**config.mk**
```make
export PLATFORM = sky130hd
export DESIGN_NAME = rr_mux4_arbiter
export DESIGN_NICKNAME = d
export VERILOG_FILES = /design/src/rtl/rr_mux4_arbiter_pkg.sv /design/src/rtl/rr_pick4.sv /design/src/rtl/rr_mux4_arbiter.sv
export SDC_FILE = /design/constraint.sdc
export NUM_CORES = 1
export LEC_CHECK = 0
export ABC_AREA = 1
export BUFFER_PORTS_ARGS = -buffer_cell sky130_fd_sc_hd__clkbuf_2
export CAP_MARGIN = 30
export CELL_PAD_IN_SITES_DETAIL_PLACEMENT = 1
export CELL_PAD_IN_SITES_GLOBAL_PLACEMENT = 2
export CORE_MARGIN = 4
export CORE_UTILIZATION = 24
export CTS_CLUSTER_SIZE = 28
export DETAILED_ROUTE_END_ITERATION = 8
export PLACE_DENSITY_LB_ADDON = 0.1
export SYNTH_ARGS = -nofsm -noshare
export SYNTH_HDL_FRONTEND = slang
export SYNTH_SLANG_ARGS = --single-unit
```
**constraint.sdc**
```tcl
create_clock -name clk -period 2.75 [get_ports clk]
set_clock_uncertainty 0.2 [all_clocks]
set_input_delay 0.1375 -clock clk [delete_from_list [all_inputs] [get_ports clk]]
set_output_delay 0.1375 -clock clk [all_outputs]
set_load 0.01 [all_outputs]
```
**src/rtl/rr_mux4_arbiter_pkg.sv**
```systemverilog
// rtl/rr_mux4_arbiter_pkg.sv - shared types and constants for the 4-way round-robin arbiter
//
// Contents:
//   state_t   arbiter FSM state (IDLE, GRANT)
//   NUM_REQ   number of requesters (4)
//   SEL_W     width of a requester index (2)
//   onehot()  index -> one-hot grant vector
package rr_mux4_arbiter_pkg;

  localparam int NUM_REQ = 4;
  localparam int SEL_W   = 2;

  typedef enum logic {
    IDLE  = 1'b0,
    GRANT = 1'b1
  } state_t;

  function automatic logic [NUM_REQ-1:0] onehot(input logic [SEL_W-1:0] idx);
    logic [NUM_REQ-1:0] v;
    v      = '0;
    v[idx] = 1'b1;
    return v;
  endfunction

endpackage

```
**src/rtl/rr_pick4.sv**
```systemverilog
// rtl/rr_pick4.sv - circular first-set-bit search over a 4-bit mask
//
// Ports:
//   mask   in   4  candidate requesters
//   ptr    in   2  index with highest priority; search wraps 3 -> 0
//   found  out  1  mask has at least one bit set
//   idx    out  2  first set bit at or after ptr (ptr when nothing found)
module rr_pick4
  import rr_mux4_arbiter_pkg::*;
(
  input  logic [NUM_REQ-1:0] mask,
  input  logic [SEL_W-1:0]   ptr,
  output logic               found,
  output logic [SEL_W-1:0]   idx
);

  always_comb begin
    logic [SEL_W-1:0] cand;
    found = 1'b0;
    idx   = ptr;
    cand  = ptr;
    for (int k = 0; k < NUM_REQ; k++) begin
      // 2-bit addition wraps naturally, giving the circular order
      cand = ptr + SEL_W'(k);
      if (!found && mask[cand]) begin
        found = 1'b1;
        idx   = cand;
      end
    end
  end

endmodule

```
**src/rtl/rr_mux4_arbiter.sv**
```systemverilog
// rtl/rr_mux4_arbiter.sv - round-robin arbiter sharing one 4:1 data channel
//
// Ports:
//   clk        in   1      rising-edge clock
//   rst        in   1      synchronous active-high reset
//   req        in   4      request vector, bit i = requester i
//   in0..in3   in   WIDTH  requester data
//   sel        out  2      registered index of current owner (held while idle)
//   gnt        out  4      registered one-hot grant, 0000 when idle
//   out        out  WIDTH  in[sel] while out_valid, else 0
//   out_valid  out  1      grant active
module rr_mux4_arbiter
  import rr_mux4_arbiter_pkg::*;
#(
  parameter int WIDTH    = 8,
  parameter int MAX_HOLD = 8
) (
  input  logic               clk,
  input  logic               rst,
  input  logic [NUM_REQ-1:0] req,
  input  logic [WIDTH-1:0]   in0,
  input  logic [WIDTH-1:0]   in1,
  input  logic [WIDTH-1:0]   in2,
  input  logic [WIDTH-1:0]   in3,
  output logic [SEL_W-1:0]   sel,
  output logic [NUM_REQ-1:0] gnt,
  output logic [WIDTH-1:0]   out,
  output logic               out_valid
);

  localparam int HOLD_W = $clog2(MAX_HOLD + 1);
  localparam logic [HOLD_W-1:0] HOLD_MAX = HOLD_W'(MAX_HOLD);
  localparam logic [HOLD_W-1:0] HOLD_ONE = HOLD_W'(1);

  state_t             state, state_n;
  logic [SEL_W-1:0]   ptr, ptr_n;
  logic [HOLD_W-1:0]  hold_cnt, hold_n;
  logic [SEL_W-1:0]   sel_n;
  logic [NUM_REQ-1:0] gnt_n;
  logic               out_valid_n;

  logic [NUM_REQ-1:0] pick_mask;
  logic [SEL_W-1:0]   pick_ptr;
  logic               pick_found;
  logic [SEL_W-1:0]   pick_idx;
  logic [WIDTH-1:0]   mux_data;

  // One picker serves both paths: from IDLE it searches all requests from
  // ptr; during a grant it searches the other requesters starting just past
  // the owner, which is where ptr is heading on a release anyway.
  assign pick_mask = (state == IDLE) ? req : (req & ~gnt);
  assign pick_ptr  = (state == IDLE) ? ptr : (sel + SEL_W'(1));

  rr_pick4 u_pick (
    .mask  (pick_mask),
    .ptr   (pick_ptr),
    .found (pick_found),
    .idx   (pick_idx)
  );

  always_ff @(posedge clk) begin
    if (rst) begin
      state     <= IDLE;
      ptr       <= '0;
      hold_cnt  <= '0;
      sel       <= '0;
      gnt       <= '0;
      out_valid <= 1'b0;
    end else begin
      state     <= state_n;
      ptr       <= ptr_n;
      hold_cnt  <= hold_n;
      sel       <= sel_n;
      gnt       <= gnt_n;
      out_valid <= out_valid_n;
    end
  end

  always_comb begin
    state_n     = state;
    ptr_n       = ptr;
    hold_n      = hold_cnt;
    sel_n       = sel;
    gnt_n       = gnt;
    out_valid_n = out_valid;
    case (state)
      IDLE: begin
        if (pick_found) begin
          state_n     = GRANT;
          sel_n       = pick_idx;
          gnt_n       = onehot(pick_idx);
          out_valid_n = 1'b1;
          hold_n      = HOLD_ONE;
        end
      end
      GRANT: begin
        if (req[sel] && (hold_cnt < HOLD_MAX)) begin
          hold_n = hold_cnt + HOLD_ONE;
        end else begin
          // Voluntary or forced release: priority moves past the owner.
          ptr_n = sel + SEL_W'(1);
          if (pick_found) begin
            sel_n  = pick_idx;
            gnt_n  = onehot(pick_idx);
            hold_n = HOLD_ONE;
          end else if (req[sel]) begin
            // Hold limit hit with nobody waiting: owner keeps the channel.
            hold_n = HOLD_ONE;
          end else begin
            state_n     = IDLE;
            gnt_n       = '0;
            out_valid_n = 1'b0;
            hold_n      = '0;
          end
        end
      end
    endcase
  end

  always_comb begin
    mux_data = '0;
    case (sel)
      2'd0: mux_data = in0;
      2'd1: mux_data = in1;
      2'd2: mux_data = in2;
      2'd3: mux_data = in3;
    endcase
  end

  assign out = out_valid ? mux_data : '0;

endmodule

```
After elaboration in Yosys (flattened, before gate mapping):

Index checks and enable logic that the tools add are counted.

* reductions and logical operators: 12
* bitwise logic cells: 4
* equal/unequal tests: 8
* order comparisons: 8
* multiplexer cells: 46
* $add $sub $neg: 5

Operators by type and width (count)
* one-hot mux 8 bit (4 select lines): 1
* 2-to-1 mux 4 bit: 7
* 2-to-1 mux 1 bit: 20
* < comparator 2 x 3 -> 1 bit, second input constant: 6
* one-hot mux 4 bit (2 select lines): 2
* 2-to-1 mux 2 bit: 6
* binary-select mux 1 bit (select 2 bit): 5
* 2-to-1 mux 8 bit: 1
* != test 2 bit, second input constant: 4
* logical AND 1 bit: 5
* adder 2 x 1 -> 2 bit, second input constant: 2
* adder 2 bit, second input constant: 2
* adder 4 x 1 -> 4 bit, second input constant: 1
* bitwise AND 4 bit: 1
* equality test 2 bit, second input constant: 2
* < comparator 4 bit, second input constant: 1
* NOT 4 bit: 1
* one-hot mux 1 bit (2 select lines): 2
* one-hot mux 2 bit (2 select lines): 1
* AND reduction 4 bit: 1
* logical NOT 1 bit: 3
* != test 3 bit, second input constant: 1
* AND reduction 3 bit: 1
* demux 1 bit (select 2 bit): 1
* 5 further kinds: 6

* word-level logic and storage cells: 89
* output and inout bits: 15
* bits in registers: 14
* input bits: 38

Logic depth before layout (Yosys ltp):

Gate-level depths: netlist of run 1.

* depth in word-level cells: 22
* gate-level depth with buffers: 19
* mapped depth without buffers: 19

Modules after synthesis:

Synthesis of run 1 repeated with hierarchy kept, for this count alone.

* cell total of the unflattened synthesis: 224
* area total of the unflattened synthesis: 1318.8 um2

By module, submodules not included
* rr_mux4_arbiter: sequential area each 280.3 um2, times used 1, area an instance 1036.0 um2, cells each 161
* rr_pick4: sequential area each 0.0 um2, times used 1, area an instance 282.8 um2, cells each 63

Worst setup path before layout of run 1:

No wires, ideal clock.

* path type: register to register
* start: register sel[0]
* end: register gnt[0]
* setup slack: 0.380 ns
* data required time: 2.422 ns
* library setup time: 0.128 ns
* cell stages (with the launch flop): 18
* arrival time: 2.043 ns
* period minus slack after synthesis: 2.370 ns
* path through: dfxtp_1 inv_2 ha_1 inv_1 nand2_2 nand2_2 nand2_1 nand2_1 nand2_1 nand2_4 nor2_8 nand3_4 nor2_1 nor2_2 inv_1 nor2_1 nor2_1 nor2_1

* cells in the longest elaborated chain, start to end: 21

Ends and longest elaborated chain
* start: declaration: line rr_mux4_arbiter.sv:25 `output logic [SEL_W-1:0] sel,`
* start signal: assignment: line rr_mux4_arbiter.sv:73 `sel <= sel_n;`
* parallel branches: the longest is 21 deep, another holds adder 2 x 1 -> 2 bit
* end signal: assignment: line rr_mux4_arbiter.sv:74 `gnt <= gnt_n;`
* end: declaration: line rr_mux4_arbiter.sv:26 `output logic [NUM_REQ-1:0] gnt,`

Several ways; the timed one is not identified. The select of a mux whose other input is x is not followed.
A chain may end at the register's enable or synchronous reset.

Worst setup path after layout of run 1:

* start: register sel[1]
* end: register gnt[1]

Same word-level chain as after synthesis.

==> impl_metrics.py, run 1 <==
metrics = {
    "outcome": {
        "outcome": "finished, final reports clean",
    },
    "final_layout": {
        "final_cells": 353,
        "final_nets": 325,
        "stdcell_area_um2": 1764,
        "final_common_cell": "nand2_1",
        "area_delta_synth_final_pct": 28.07,
        "antenna_cells": 0,
        "most-common-layout-cells": "nand2_1 (70), clkbuf_2 (52), inv_1 (23)",
        "drive_above_1_share_pct": 32.03,
    },
    "floorplanning": {
        "core_um2": 5540,
        "die_y_um": 83.76,
        "rows": 27,
        "dieArea_um2": 7016,
        "initial_core_util_pct": 24.86,
        "io_pins": 53,
        "dieWidth_um": 83.76,
    },
    "setup_path": {
        "crit_required_ns": 2.69,
        "crit_path_end_kind": "register",
        "crit_path_start": "sel[1]$_SDFFE_PP0P_",
        "critPathMaxFanout": 8,
        "cp-start-kind": "register",
        "crit_arrival_ns": 2.41,
        "criticalPathCategory": "reg2reg",
        "rr_startpoint": "sel[1]$_SDFFE_PP0P_",
    },
    "drt": {
        "wl_per_cell_um": 13.47,
        "drc": 0,
        "avgViaCountPerCell": 4.493,
        "routed-via-count": 1586,
        "drt_iter0_drc": 47,
        "postRouteAntennaNets": 0,
        "wl_um": 4756,
        "dr.pass1.iters": 3,
    },
    "yosys": {
        "ys_types": 23,
        "ys_warn_count": 0,
        "synth_nets": 272,
        "synthArstFlopShare_pct": 0,
        "syn_area_per_cell_um2": 6.016,
        "synth-compound-area-share_pct": 18.53,
        "syn-cell-area_um2": 1378,
        "ys.flop_type": "dfxtp_1",
        "muxShareOfSynthArea_pct": 0,
        "synth-seq-cells": 14,
        "synth_xor_area_share_pct": 0.6358,
        "synth_fa_ha_area_share_pct": 4.541,
        "synth_simple_gate_area_share_pct": 45.05,
        "synth_edf_count": 0,
        "ys_seq_area_share_pct": 20.35,
        "synth_top_family_by_area": "simple AND/OR/NAND/NOR gates",
        "synthCells": 229,
    },
    "placed_design": {
        "post-place-ws_ns": 0.2023,
        "place.gp.congestion": 0.7194,
        "dp_hpwl_um": 3895,
        "place_area_um2": 1705,
        "dp.cells": 349,
        "portBuffers": 52,
    },
    "sta": {
        "final.setup.tns_ns": 0,
        "rsz0062_at_grt": "false",
        "worst_pin_slew_ns": 0.3581,
        "period_minus_slack_ns": 2.468,
        "slew_headroom_pct": 76.13,
        "min_period_over_period_pct": 89.76,
        "finalHoldViolCount": 0,
        "slew_violations": 0,
        "fin_ws_ns": 0.2815,
        "fmax_ghz": 0.4051,
        "hold_ws_ns": 0.02902,
        "setup_violations": 0,
    },
    "clocking": {
        "ctsHoldBuffers": 0,
        "postCtsSetupRepairBufs": 0,
        "cts_made_buffers": 3,
        "clkTransAtPathRegs_ns": 0.06,
        "clock-sinks": 14,
        "cts_tree": "yes",
        "root_buffer": "clkbuf_8",
        "htree_levels": 1,
        "clk_latency_ns": 0.25,
        "cts_max_path_buffers": 2,
    },
    "global_route": {
        "grt_use_total_pct": 13.66,
        "grt_overflow": 0,
        "grt_pass1_vias": 1669,
        "antenna_found_initial": 0,
        "grt_max_degree": 13,
        "grt_pass1_wl_um": 7969,
    },
    "worst_hold_path": {
        "hp-start": "rst",
        "hold_class": "in2reg",
    },
    "job": {
        "cap_violations": 0,
    },
    "pwr": {
        "ir_drop_mv": 0.4306,
        "powerDensity_nw_per_um2": 1014,
        "p_leak_nw": 0.9120,
    },
}
-- state kept, by name, summed over array words and instances, names as in the netlist --
name       cells
ptr            2
sel            2
state          1
out_valid      1
gnt            4
hold_cnt       4
-- synthesized netlist by cell type, types with 2 or more instances --
cell type | number | area, um2
buf_6 | 3 | 33.78
nand3_1 | 13 | 65.06
ha_1 | 5 | 62.56
o21ai_1 | 2 | 10.01
dfxtp_1 | 14 | 280.3
a211oi_1 | 2 | 15.01
nand3_4 | 2 | 35.03
a21oi_1 | 21 | 105.1
nand2_2 | 17 | 106.4
buf_1 | 4 | 15.01
nand2_1 | 70 | 262.8
inv_1 | 23 | 86.33
nand2_4 | 4 | 45.04
nand4_1 | 3 | 18.77
nor2_1 | 15 | 56.30
a31oi_1 | 8 | 50.05
o21ai_0 | 15 | 75.07
inv_2 | 3 | 11.26
-- layer usage --
layer / share of wire, % / GRT usage (%)
met4: 0.88 / 3.070
met3: 2.6 / 1.678
met2: 45 / 22.63
met1: 51 / 18.83
met5: 0 / 0
-- through the flow --
step / power, mW / util [%]
2_1_floorplan: 1.260 / -
3_3_place_gp: 1.615 / 30.78
3_5_place_dp: 1.603 / 30.78
4_1_cts: 1.816 / 31.78
5_1_grt: 1.993 / 31.84
6_report: 1.790 / 31.84
-- repair_timing --
action | 4_1_cts | 5_1_grt
endpoints found under the setup margin | 0 | 2
endpoints found under the hold margin | 0 | 0
gates resized for setup | 0 | 2
-- cell families after synthesis --
logic type	after synthesis
XOR/XNOR	1
AO/OA/AOI/OAI	48
flip-flops	14
buffers and inverters	34
AND/OR/NAND/NOR	127
adder cells (fa/ha/maj)	5
-- area by class of cell --
| class | instances | area (um2) |
|---|---|---|
| tap | 72 | 90.09 |
| timing repair buffer | 56 | 290.3 |
| sequential | 14 | 281.5 |
| clock buffer | 4 | 55.05 |
| fill | 755 | 3776 |
| inverter | 26 | 97.59 |
| multi-input combinational | 181 | 949.7 |
-- final timing paths --
kind	cells past startpoint	slack, ns	to
max	17	0.28	gnt[1]$_SDFFE_PP0P_
min	2	0.03	gnt[3]$_SDFFE_PP0P_
max reg2reg	17	0.28	gnt[1]$_SDFFE_PP0P_
min reg2reg	2	0.27	hold_cnt[3]$_SDFFE_PP0P_
-- critical path: stages, from the launching register on --
cell,delay [ns]
dfxtp_1,0.33
inv_1,0.09
ha_1,0.32
inv_1,0.07
nand2_2,0.06
nand2_2,0.11
nand2_1,0.08
nand2_1,0.09
nand2_1,0.12
nand2_4,0.08
nor2_8,0.13
nand3_4,0.14
nand2_4,0.12
nand2_4,0.08
nand3_1,0.12
nor2_1,0.06
nor2_1,0.10
nor2_1,0.05
-- power by group --
group | switching [mW] | total [mW] | internal [mW] | leakage [nW]
sequential | 0.0610 | 0.325 | 0.264 | 0.115
combinational | 0.828 | 1.26 | 0.430 | 0.768
clock | 0.0797 | 0.207 | 0.127 | 0.0288
No activity file was read; power rests on OpenSTA's default activity.
==> inputs of run 2 (changes only) <==
- GPL_TIMING_DRIVEN: unset -> 0
==> run 2 against run 1 <==
Net effect: sequential power grew 5%; via count grew 1.4%; hold slack gained 0.067 ns; routed wire length shrank 3.6%; utilization grew 0.52 points; total power grew 0.61%; final area grew 1.6%; critical endpoint unchanged; largest cell class unchanged; largest power group unchanged.
==> impl_metrics.py, run 2 (synthesized netlist as in run 1, its figures left out) <==
metrics = {
    "setup_path": {
        "crit_path_end_kind": "register",
        "reg2reg_to": "gnt[1]$_SDFFE_PP0P_",
        "cp-start-kind": "register",
        "criticalPathCategory": "reg2reg",
        "crit_arrival_ns": 2.47,
        "crit_required_ns": 2.67,
        "r2r_slack_ns": 0.19,
        "critPathMaxFanout": 11,
        "worstRegToRegCells": 17,
        "rr_startpoint": "sel[0]$_SDFFE_PP0P_",
    },
    "drt": {
        "avgViaCountPerCell": 4.504,
        "drt_iter0_drc": 65,
        "drc": 0,
        "wl_per_cell_um": 12.85,
        "postRouteAntennaNets": 0,
        "wl_um": 4586,
        "dr.pass1.iters": 4,
        "routed-via-count": 1608,
    },
    "placed_design": {
        "portBuffers": 51,
        "dp_hpwl_um": 3725,
        "place.gp.congestion": 0.7904,
    },
    "job": {
        "cap_violations": 0,
    },
    "clocking": {
        "root_buffer": "clkbuf_8",
        "cts_max_path_buffers": 2,
        "ctsHoldBuffers": 0,
        "htree_levels": 1,
        "cts_tree": "yes",
        "cts_made_buffers": 3,
        "clk_latency_ns": 0.24,
        "clkTransAtPathRegs_ns": 0.06,
        "clock-sinks": 14,
    },
    "sta": {
        "finalHoldViolCount": 0,
        "rsz0062_at_grt": "false",
        "min_period_over_period_pct": 92.95,
        "period_minus_slack_ns": 2.556,
        "worst_pin_slew_ns": 0.4670,
        "fmax_ghz": 0.3912,
        "slew_violations": 0,
        "setup_violations": 0,
        "final.setup.tns_ns": 0,
        "slew_headroom_pct": 68.87,
    },
    "final_layout": {
        "final_util_pct": 32.36,
        "fillers": 772,
        "drive_above_1_share_pct": 31.23,
        "antenna_cells": 0,
        "final_common_cell": "nand2_1",
        "most-common-layout-cells": "nand2_1 (70), clkbuf_2 (51), inv_1 (23)",
        "multiInputGateArea_um2": 947.2,
        "final_nets": 329,
        "area_delta_synth_final_pct": 30.15,
        "top_regs": "gnt: 4 flops, hold_cnt: 4 flops",
        "regArea_um2": 287.8,
    },
    "global_route": {
        "grt_max_degree": 12,
        "grt_use_total_pct": 12.91,
        "grt_pass1_vias": 1576,
        "antenna_found_initial": 0,
        "grt_overflow": 0,
        "grt_pass1_wl_um": 7741,
    },
    "floorplanning": {
        "dieArea_um2": 7016,
        "core_um2": 5540,
        "io_pins": 53,
        "initial_core_util_pct": 24.86,
        "die_y_um": 83.76,
        "dieWidth_um": 83.76,
        "rows": 27,
    },
    "pwr": {
        "p_sw_uw": 970.1,
        "ir_drop_mv": 0.3730,
        "p_sw_share_pct": 53.87,
        "combPwrFrac_pct": 70.0,
        "p_int_uw": 830.6,
        "p_total_mw": 1.801,
        "clkPwrFrac_pct": 11.1,
        "p_leak_nw": 0.9176,
        "powerDensity_nw_per_um2": 1004,
        "power_frac_seq_pct": 18.9,
    },
    "worst_hold_path": {
        "hold_depth": 2,
        "hp-start": "rst",
        "hold_class": "in2reg",
        "min_to": "gnt[0]$_SDFFE_PP0P_",
    },
    "outcome": {
        "outcome": "finished, final reports clean",
    },
}
run 2: cell types whose count changed in the layout (fill, tap and decap cells not counted), moves of 2 or more:
cell	previous run	this run
buf_1	0	4
buf_4	4	1
buf_6	0	3
dfxtp_4	0	2
run 2: how the worst max path moves through the flow:
stage,start,end,slack (ns),cells past startpoint
global route,sel[0]$_SDFFE_PP0P_,gnt[1]$_SDFFE_PP0P_,0.007,17
CTS,sel[1]$_SDFFE_PP0P_,gnt[1]$_SDFFE_PP0P_,0.07,17
floorplan,sel[0]$_SDFFE_PP0P_,gnt[0]$_SDFFE_PP0P_,0.38,17
detailed placement,sel[0]$_SDFFE_PP0P_,gnt[1]$_SDFFE_PP0P_,0.01,17
global placement,sel[0]$_SDFFE_PP0P_,gnt[0]$_SDFFE_PP0P_,0.03,17
finish,sel[0]$_SDFFE_PP0P_,gnt[1]$_SDFFE_PP0P_,0.19,17
run 2: final cells by class:
class                      instances  share of cell area [%]
tap                               72                   5.024
inverter                          26                   5.443
multi-input combinational        181                   52.83
clock buffer                       4                   3.070
sequential                        14                   16.05
timing repair buffer              52                   14.65
buffer                             8                   2.931
run 2: worst max-delay path, stage by stage (launching register included):
cell,delay (ns)
dfxtp_4,0.41
inv_2,0.06
ha_1,0.30
inv_1,0.08
nand2_2,0.06
nand2_2,0.10
nand2_1,0.08
nand2_1,0.11
nand2_1,0.13
nand2_4,0.09
nor2_8,0.14
nand3_4,0.16
nand2_4,0.12
nand2_4,0.08
nand3_1,0.12
nor2_1,0.05
nor2_1,0.09
nor2_1,0.05
run 2: power by group through the flow:
stage / registers (mW) / logic, mW / clock network [mW]
after floorplan: 0.340 / 0.920 / 0
after global placement: 0.339 / 1.27 / 0
after detailed placement: 0.340 / 1.27 / 0
after CTS: 0.336 / 1.27 / 0.211
after global routing: 0.353 / 1.43 / 0.216
final: 0.341 / 1.26 / 0.199
run 2: per-stage QoR:
stage,cell area (um2),std cells,hold slack (ns),worst slack (ns)
floorplan,1378,229,0.2283,0.3795
global placement,1723,352,0.2555,0.03005
detailed placement,1723,352,0.2602,0.01465
CTS,1779,356,0.1137,0.07060
global route,1793,357,0.1592,0.007314
finish,1793,357,0.09644,0.1939
run 2: metal layers:
layer	vias up	global-route usage, %	wire, um
met3	4	1.185	154
met2	32	20.68	2054
li1	851	-	-
met5	-	0	0
met4	0	2.778	43
met1	721	18.67	2334
run 2: what timing repair did:
| action | 4_1_cts | 5_1_grt |
|---|---|---|
| buffers inserted | 0 | 1 |
| endpoints found under the setup margin | 2 | 6 |
| pin swaps | 0 | 1 |
| gates resized for setup | 1 | 3 |
==> inputs of run 3 (changes only) <==
- RECOVER_POWER: unset -> 25
- REMOVE_ABC_BUFFERS: unset -> 1
==> run 3 against run 2 <==
Net effect: sequential cell count unchanged; cell count down 1.7%; first-iteration DRC count down 23%; count of clock-buffer cells in the layout unchanged; total power down 0.72%; final area down 2.0%.
==> impl_metrics.py, run 3 (synthesized netlist as in run 1, its figures left out) <==
metrics = {
    "outcome": {
        "outcome": "finished, final reports clean",
    },
    "global_route": {
        "antenna_found_initial": 0,
        "grt_use_total_pct": 13.64,
        "grt_overflow": 0,
        "grt_pass1_vias": 1593,
        "grt_max_degree": 15,
        "grt_pass1_wl_um": 8031,
    },
    "setup_path": {
        "crit_path_end_kind": "register",
        "criticalPathCategory": "reg2reg",
        "critPathMaxFanout": 8,
        "crit_path_top_delay_cell": "dfxtp_4",
        "crit_path_start": "sel[1]$_SDFFE_PP0P_",
        "rr_startpoint": "sel[1]$_SDFFE_PP0P_",
        "crit_required_ns": 2.69,
        "crit_arrival_ns": 2.41,
        "r2r_slack_ns": 0.28,
        "slowest_delay_ns": 0.37,
        "cp-start-kind": "register",
        "cp_cell_sequence": "inv_1 > ha_1 > inv_1 > nand2_2 > nand2_4 > nand2_1 > nand2_2 > nand2_1 > nand2_4 > nor2_8 > nand3_4 > nand2_4 > nand2_4 > nand3_1 > nor2_1 > nor2_1 > nor2_1",
        "crit_top_cell": "nand2_4",
    },
    "placed_design": {
        "dp_hpwl_um": 3793,
        "place.gp.congestion": 0.7595,
        "portBuffers": 52,
        "dp.cells": 345,
        "post-place-ws_ns": -0.08218,
    },
    "final_layout": {
        "most-common-layout-cells": "nand2_1 (69), clkbuf_2 (46), inv_1 (23)",
        "area_delta_synth_final_pct": 27.61,
        "final_cells": 351,
        "final_nets": 323,
        "final_util_pct": 31.73,
        "drive_above_1_share_pct": 30.47,
        "antenna_cells": 0,
        "fillers": 755,
        "final_common_cell": "nand2_1",
        "top_regs": "gnt: 4 flops, hold_cnt: 4 flops",
    },
    "sta": {
        "setup_violations": 0,
        "period_minus_slack_ns": 2.473,
        "final.setup.tns_ns": 0,
        "fmax_ghz": 0.4044,
        "min_period_over_period_pct": 89.92,
        "worst_pin_slew_ns": 0.5569,
        "fin_ws_ns": 0.2771,
        "slew_headroom_pct": 62.87,
        "rsz0062_at_grt": "false",
        "finalHoldViolCount": 0,
        "slew_violations": 0,
    },
    "drt": {
        "dr.pass1.iters": 4,
        "routed-via-count": 1615,
        "wl_um": 4679,
        "drc": 0,
        "avgViaCountPerCell": 4.601,
        "wl_per_cell_um": 13.33,
        "drt_iter0_drc": 50,
        "postRouteAntennaNets": 0,
    },
    "floorplanning": {
        "dieArea_um2": 7016,
        "initial_core_util_pct": 24.86,
        "core_um2": 5540,
        "rows": 27,
        "io_pins": 53,
        "dieWidth_um": 83.76,
        "die_y_um": 83.76,
    },
    "clocking": {
        "htree_levels": 1,
        "clk_latency_ns": 0.25,
        "cts_max_path_buffers": 2,
        "cts_tree": "yes",
        "cts_made_buffers": 3,
        "clkTransAtPathRegs_ns": 0.06,
        "root_buffer": "clkbuf_8",
        "clock-sinks": 14,
    },
    "worst_hold_path": {
        "hp-start": "rst",
        "hold_class": "in2reg",
    },
    "pwr": {
        "p_int_uw": 813.2,
        "clkPwrFrac_pct": 11.5,
        "powerDensity_nw_per_um2": 1017,
        "p_leak_nw": 0.8882,
        "power_frac_seq_pct": 19.4,
        "p_sw_uw": 974.6,
        "ir_drop_mv": 0.3998,
        "combPwrFrac_pct": 69.1,
        "p_total_mw": 1.788,
        "p_sw_share_pct": 54.52,
    },
    "job": {
        "cap_violations": 0,
    },
}
==> run 3: changes by cell type in the layout (fill, tap and decap cells not counted), moves of 3 or more <==
cell / change
clkbuf_1: +5
clkbuf_2: -5
buf_6: -3
buf_1: -4
==> run 3: worst max-delay path: cells and delay by family, from the launching register on <==
family                     cells  cell delay (ns)
and+or+nand+nor               14             1.29
DFF                            1             0.37
adders and majority gates      1             0.31
buffers and inverters          2             0.15
==> run 3: what timing repair did <==
| item | in CTS | in global routing |
|---|---|---|
| buffers inserted | 0 | 2 |
| hold buffers | 0 | 0 |
| resized for setup | 3 | 5 |
| gates cloned | 0 | 0 |
| setup endpoints to repair | 5 | 10 |
==> run 3: power by group through the flow <==
stage                     clock (mW)  sequential [mW]  combinational [mW]
after floorplan                    0            0.345               0.883
after global placement             0            0.349                1.22
after detailed placement           0            0.349                1.23
after CTS                      0.212            0.348                1.24
after global routing           0.225            0.361                1.42
final                          0.206            0.346                1.24
==> run 3: final cells by class <==
cell class / instances / area (um2) / share of cell area [%]
inverters: 26 / 97.59 / 5.552
flip-flops and latches: 14 / 289.0 / 16.44
repair buffers: 54 / 267.8 / 15.23
well taps: 72 / 90.09 / 5.125
multi-input cells: 181 / 958.4 / 54.52
clock buffers: 4 / 55.05 / 3.132
==> run 3: final timing paths <==
path / depth (start not counted) / end
worst max-delay path: 17 / gnt[0]$_SDFFE_PP0P_
worst min-delay path: 2 / hold_cnt[1]$_SDFFE_PP0P_
worst max register to register: 17 / gnt[0]$_SDFFE_PP0P_
worst min register to register: 2 / hold_cnt[3]$_SDFFE_PP0P_
==> run 3: metrics by stage <==
stage	instance area, um2	hold WS, ns
6_report	1758	0.01421
5_1_grt	1758	0.06244
4_1_cts	1737	0.03299
3_5_place_dp	1675	0.2552
3_3_place_gp	1675	0.2543
2_1_floorplan	1325	0.006566
==> run 3: per-layer routing <==
layer	GRT usage (%)	wire, um
met1	19.72	2429
met5	0	0
met3	1.777	172
met2	21.62	2051
met4	2.632	26
